### src/rtl/par_to_ser_tx.sv
// Parallel-to-serial transmitter: gapless LSB-first stream, one word buffered
// behind the frame in flight, IDLE_WORD frames flagged by a one-cycle underrun.
module par_to_ser_tx #(
   parameter int                 DATA_W    = 8,
   parameter logic [DATA_W-1:0]  IDLE_WORD = '0
) (
   input  logic              clk,
   input  logic              reset,
   input  logic [DATA_W-1:0] par_in,
   input  logic              par_valid,
   output logic              par_ready,
   output logic              ser_out,
   output logic              frame_start,
   output logic              underrun,
   output logic [15:0]       tx_count
);

   localparam int CNT_W = (DATA_W > 1) ? $clog2(DATA_W) : 1;
   localparam logic [CNT_W-1:0] LAST_BIT = CNT_W'(DATA_W - 1);

   logic [CNT_W-1:0]  r_bit_cnt;
   logic [DATA_W-1:0] r_shreg;
   logic [DATA_W-1:0] r_hold;
   logic              r_hold_valid;
   logic              r_underrun;
   logic [15:0]       r_tx_count;

   logic              w_load;
   logic              w_accept;

   assign w_load      = (r_bit_cnt == LAST_BIT);
   // Ready depends only on the holding flag, so no path from par_valid.
   assign w_accept    = par_valid && !r_hold_valid;

   assign par_ready   = !r_hold_valid;
   assign ser_out     = r_shreg[0];
   assign frame_start = (r_bit_cnt == '0);
   assign underrun    = r_underrun;
   assign tx_count    = r_tx_count;

   always_ff @(posedge clk or posedge reset) begin
      if (reset) begin
         r_bit_cnt    <= '0;
         r_shreg      <= IDLE_WORD;
         r_hold       <= '0;
         r_hold_valid <= 1'b0;
         r_underrun   <= 1'b0;
         r_tx_count   <= '0;
      end else begin
         r_underrun <= 1'b0;
         r_bit_cnt  <= w_load ? '0 : r_bit_cnt + CNT_W'(1);
         if (w_accept)
            r_tx_count <= r_tx_count + 16'd1;

         if (w_load) begin
            // Held word has priority; otherwise a same-edge accept bypasses the hold.
            if (r_hold_valid) begin
               r_shreg      <= r_hold;
               r_hold_valid <= 1'b0;
            end else if (w_accept) begin
               r_shreg      <= par_in;
            end else begin
               r_shreg      <= IDLE_WORD;
               r_underrun   <= 1'b1;
            end
         end else begin
            r_shreg <= {1'b0, r_shreg[DATA_W-1:1]};
            if (w_accept) begin
               r_hold       <= par_in;
               r_hold_valid <= 1'b1;
            end
         end
      end
   end

endmodule

### config.mk
export PLATFORM = sky130hd
export DESIGN_NAME = par_to_ser_tx
export DESIGN_NICKNAME = d
export VERILOG_FILES = /design/src/rtl/par_to_ser_tx.sv
export SDC_FILE = /design/constraint.sdc
export NUM_CORES = 1
export LEC_CHECK = 0
export CAP_MARGIN = 5
export CORE_ASPECT_RATIO = 1.5
export CORE_UTILIZATION = 46
export DETAILED_ROUTE_END_ITERATION = 16
export GPL_TIMING_DRIVEN = 0
export PLACE_DENSITY = 0.74
export SETUP_SLACK_MARGIN = 0.3
export SKIP_LAST_GASP = 1
export SYNTH_ARGS = -nofsm -noshare
export SYNTH_HDL_FRONTEND = slang
export SYNTH_SLANG_ARGS = --single-unit
### constraint.sdc
create_clock -name clk -period 1.7 [get_ports clk]
set_input_delay 0.17 -clock clk [delete_from_list [all_inputs] [get_ports clk]]
set_output_delay 0.17 -clock clk [all_outputs]
set_load 0.1 [all_outputs]
-- After elaboration in Yosys (flattened, before gate mapping)
Index checks and enable logic that the tools add are counted.
- $add $sub $neg: 2
- equality and inequality tests: 1
- multiplexer cells: 9
- bitwise operators: 1
- reduce and logical (&&, ||, !) cells: 5
- operators with widths (kind ; count):
    two-way mux 8 bit ; 3
    adder 16 x 1 -> 16 bit, second input constant ; 1
    two-way mux 1 bit ; 5
    adder 3 x 1 -> 3 bit, second input constant ; 1
    equality test 3 bit, second input constant ; 1
    logical NOT 3 bit ; 1
    two-way mux 3 bit ; 1
    AND reduction 2 bit ; 1
    nonzero test 2 bit ; 1
    logical AND 1 bit ; 1
    logical NOT 1 bit ; 1
    inverter 1 bit ; 1
- register bits: 37
- input bits: 11
- output and inout bits: 20
- logic and storage cells: 24

-- Longest topological paths before layout
- word-level depth: 5
- depth in mapped cells: 5
- mapped depth without buffers: 5

-- Worst setup path after synthesis
Ideal clock, no wire load.
- path type: reg2reg
- from: register r_tx_count[0], in the netlist tx_count[0]
- to: register r_tx_count[10], in the netlist tx_count[10]
- setup time: 159 ps
- data arrival time: 2036 ps
- required time: 1541 ps
- path slack: -495 ps
- cell stages (with the launch flop): 6
- path buffers: 0
- clock period less this slack: 2195 ps
- path through: dfrtp_1 > ha_1 > nand3_1 > nor3_1 > nand4_1 > xnor2_1
- word-level cells in the longest chain between the ends: 1
- ends and longest elaborated chain (item ; line ; source):
    from (decl) ; 26 ; logic [15:0] r_tx_count;
    from (signal assigned) ; 53 ; r_tx_count <= r_tx_count + 16'd1;
    adder 16 x 1 -> 16 bit ; 53 ;
Every way passes these cells.
A chain may end at the register's enable or synchronous reset.

-- Worst setup path in the final report
- from: register r_bit_cnt[0]
- to: register r_hold[3]
- word-level cells in the longest chain between the ends: 3
- ends and longest elaborated chain (item ; line ; source):
    from (decl) ; 21 ; logic [CNT_W-1:0] r_bit_cnt;
    from (signal assigned) ; 51 ; r_bit_cnt <= w_load ? '0 : r_bit_cnt + CNT_W'(1);
    equality test 3 bit ; 31 ; assign w_load = (r_bit_cnt == LAST_BIT);
    inverter 1 bit (no source line) ; n/a ;
    AND reduction 2 bit (no source line) ; n/a ;
    to (signal assigned) ; 69 ; r_hold <= par_in;
    to (decl) ; 23 ; logic [DATA_W-1:0] r_hold;
Every way passes these cells.

==> run metrics <==
CTS sink count 37; largest area contributor in the netlist dfrtp_1; Clock transition at path regs roughly 0.070 ns; Die H around 74 um; outcome finished, final reports clean; CTS root buffer clkbuf_8; Cell Pwr Density 1110 nW/um^2; io pins 31; dpl hpwl 2200 um; GR Overflow Total 0; Crit path arrival time roughly 1.8 ns; Max-Slew Margin vs Limit 0.509; Cell Chain, Critical Path ha_2 > ha_4 > buf_8 > nor2_4 > buf_12 > mux2_4; overall global routing resource usage 0.202; vias in the first global route 1,188; fmax around 640 MHz; ys async rst share 1.00; Via-to-Cell Ratio between 5 and 6; most instantiated cells after synthesis 37 x dfrtp_1, 14 x nor2_1, 13 x a21oi_1; hold_ws ~0.21 ns; Starting Density 0.493; Mean Syn Cell Area roughly 12 um^2; worst path required time ~1.9 ns; Final Skew ~0.0066 ns; prevailing post-synth register cell dfrtp_1; vias after detailed routing approximately 1,200; Post-synth EDFFs 0; FP Rows 25; Synth cell types 27; Setup TNS Final 0 ns; total CTS buffers 5; CTS tree done; final worst-path cycle share 0.921; Ys Warns 0; Area contributors post-synth dfrtp_1 58%, mux2_2 5.6%, xnor2_1 5.5%; Worst Tran Pin Value roughly 0.74 ns; Critical path buffers and inverters 2; Antenna Cells 0; Mapped Area about 1600 um^2; P&R area growth vs syn 46.7%; placement-stage cell area 2050 um^2; initial DRC count 15; crit end category register; total wire length 3680 um; Top delay family on crit path flip-flops; WS Path Type register to register; input/output buffers 29; gp weighted congestion between 0.7 and 0.8; initial antenna violation count 0; Max clock buf depth 2; crit-path max FO 8; top cell type's share of synthesized area 0.577; Max Cap Violations 0; DIE WIDTH between 50 and 60 um; Clk Latency, worst-skew pair approximately 0.30 ns; Core ar. about 3300 um^2; pin count of the biggest net entering global routing 22; Fin. Hold Viols 0; syn_nets ~150; DRC Markers 0; first-pass GRT wire length roughly 5500 um; ANT nets after route 0; total power about 2.6 mW; slowest CP cell dfrtp_1; Layout Nets 202; Final Max Tran Viols 0; HP Class input pin to register; share of post-route cells with drive strength above 1 0.527; CP max stage delay 0.41 ns; Post-Syn Instances 139; P_leak about 1.1 nW; H-tree lvl count 2; number of synthesized register bits 37; count leader, synth dfrtp_1; startpoint types register; Final setup viols 0; RSZ-0062 raised after global routing yes; design area 2350 um^2; TritonRoute pass-1 iters 4; post-route minimum period approximately 1.6 ns; Peak VDD IR 1200 uV; DIE AREA 3730 um^2; post-DR wirelength/cell ~16 um; register area share after synthesis 0.577
==> cells in the final DEF, fill, tap and decap left out, types with 4 or more instances in the layout <==
master | synthesis | layout
dfrtp_2 | 0 | 7
buf_2 | 0 | 16
xnor2_1 | 10 | 10
clkbuf_8 | 0 | 5
a21oi_2 | 0 | 5
nand2_1 | 9 | 7
clkdlybuf4s50_1 | 0 | 9
a21oi_1 | 13 | 8
dfrtp_4 | 0 | 7
mux2_4 | 0 | 8
and3_2 | 6 | 6
inv_1 | 5 | 4
xor2_1 | 5 | 5
nor2_1 | 14 | 9
dfrtp_1 | 37 | 23
nor2_4 | 0 | 5
buf_4 | 0 | 8
nand3_1 | 5 | 4
==> final timing paths <==
kind	startpoint	endpoint	slack [ns]	depth (start not counted)
setup / recovery	r_bit_cnt[0]	r_hold[3]	0.13	6
setup reg to reg	r_bit_cnt[0]	r_hold[3]	0.13	6
hold reg to reg	tx_count[15]	tx_count[15]	0.49	1
max in group asynchronous	reset	tx_count[0]	0.83	3
hold / removal	par_valid	r_hold_valid	0.21	3
min in group asynchronous	reset	tx_count[2]	0.30	2
==> repair_timing <==
action                                  in CTS  in global routing
resized for setup                          117                 29
endpoints found under the setup margin      46                 29
hold buffers                                 0                  0
pin swaps                                    4                 11
cloned                                       0                  1
setup buffers                                5                  5
==> metrics by stage <==
step / cells / util / setup WS [ns]
2_1_floorplan: 139 / - / 0.112
3_3_place_gp: 208 / 0.623 / -0.285
3_5_place_dp: 209 / 0.631 / -0.340
4_1_cts: 222 / 0.668 / 0.127
5_1_grt: 228 / 0.724 / 0.0857
6_report: 228 / 0.724 / 0.134
==> layout make-up <==
| class | instances | area [um^2] |
|---|---|---|
| buffer | 4 | 46.3 |
| clock buffer | 6 | 72.6 |
| clock inverter | 2 | 10.0 |
| fill | 228 | 898 |
| inverter | 5 | 22.5 |
| multi-input combinational | 93 | 821 |
| sequential | 37 | 961 |
| tap | 40 | 50.0 |
| timing repair buffer | 41 | 372 |
==> per-layer routing <==
metal / wire length [um] / GRT usage / vias up / part of all wire
met5: 0 / 0 / - / 0
li1: - / - / 567 / -
met2: 2050 / 0.364 / 38 / 0.56
met1: 1360 / 0.217 / 582 / 0.37
met4: 87 / 0.0952 / 0 / 0.024
met3: 183 / 0.0552 / 7 / 0.050
==> cell families after synthesis <==
logic type,share of synthesized area
AND/OR/NAND/NOR,0.178
flip-flops,0.577
AO/OA/AOI/OAI,0.0499
buffers and inverters,0.0257
XOR/XNOR,0.0818
multiplexers,0.0561
adder cells (fa/ha/maj),0.0312
==> power by group <==
group / total (mW) / switching [mW] / internal [mW]
Sequential: 1.15 / 0.129 / 1.02
Combinational: 0.873 / 0.616 / 0.257
Clock: 0.588 / 0.305 / 0.284
Total: 2.61 / 1.05 / 1.56
==> tightest hold or removal path, stage by stage <==
cell and delay [ns]:
buf_6 0.12, nor2_1 0.07, nor2_1 0.11
==> state kept, by name, indices dropped and copies added (netlist names) <==
register	cells
tx_count	16
r_hold	8
r_bit_cnt	3
r_hold_valid	1
r_shreg	8
underrun	1
No activity file was read; power rests on OpenSTA's default activity.
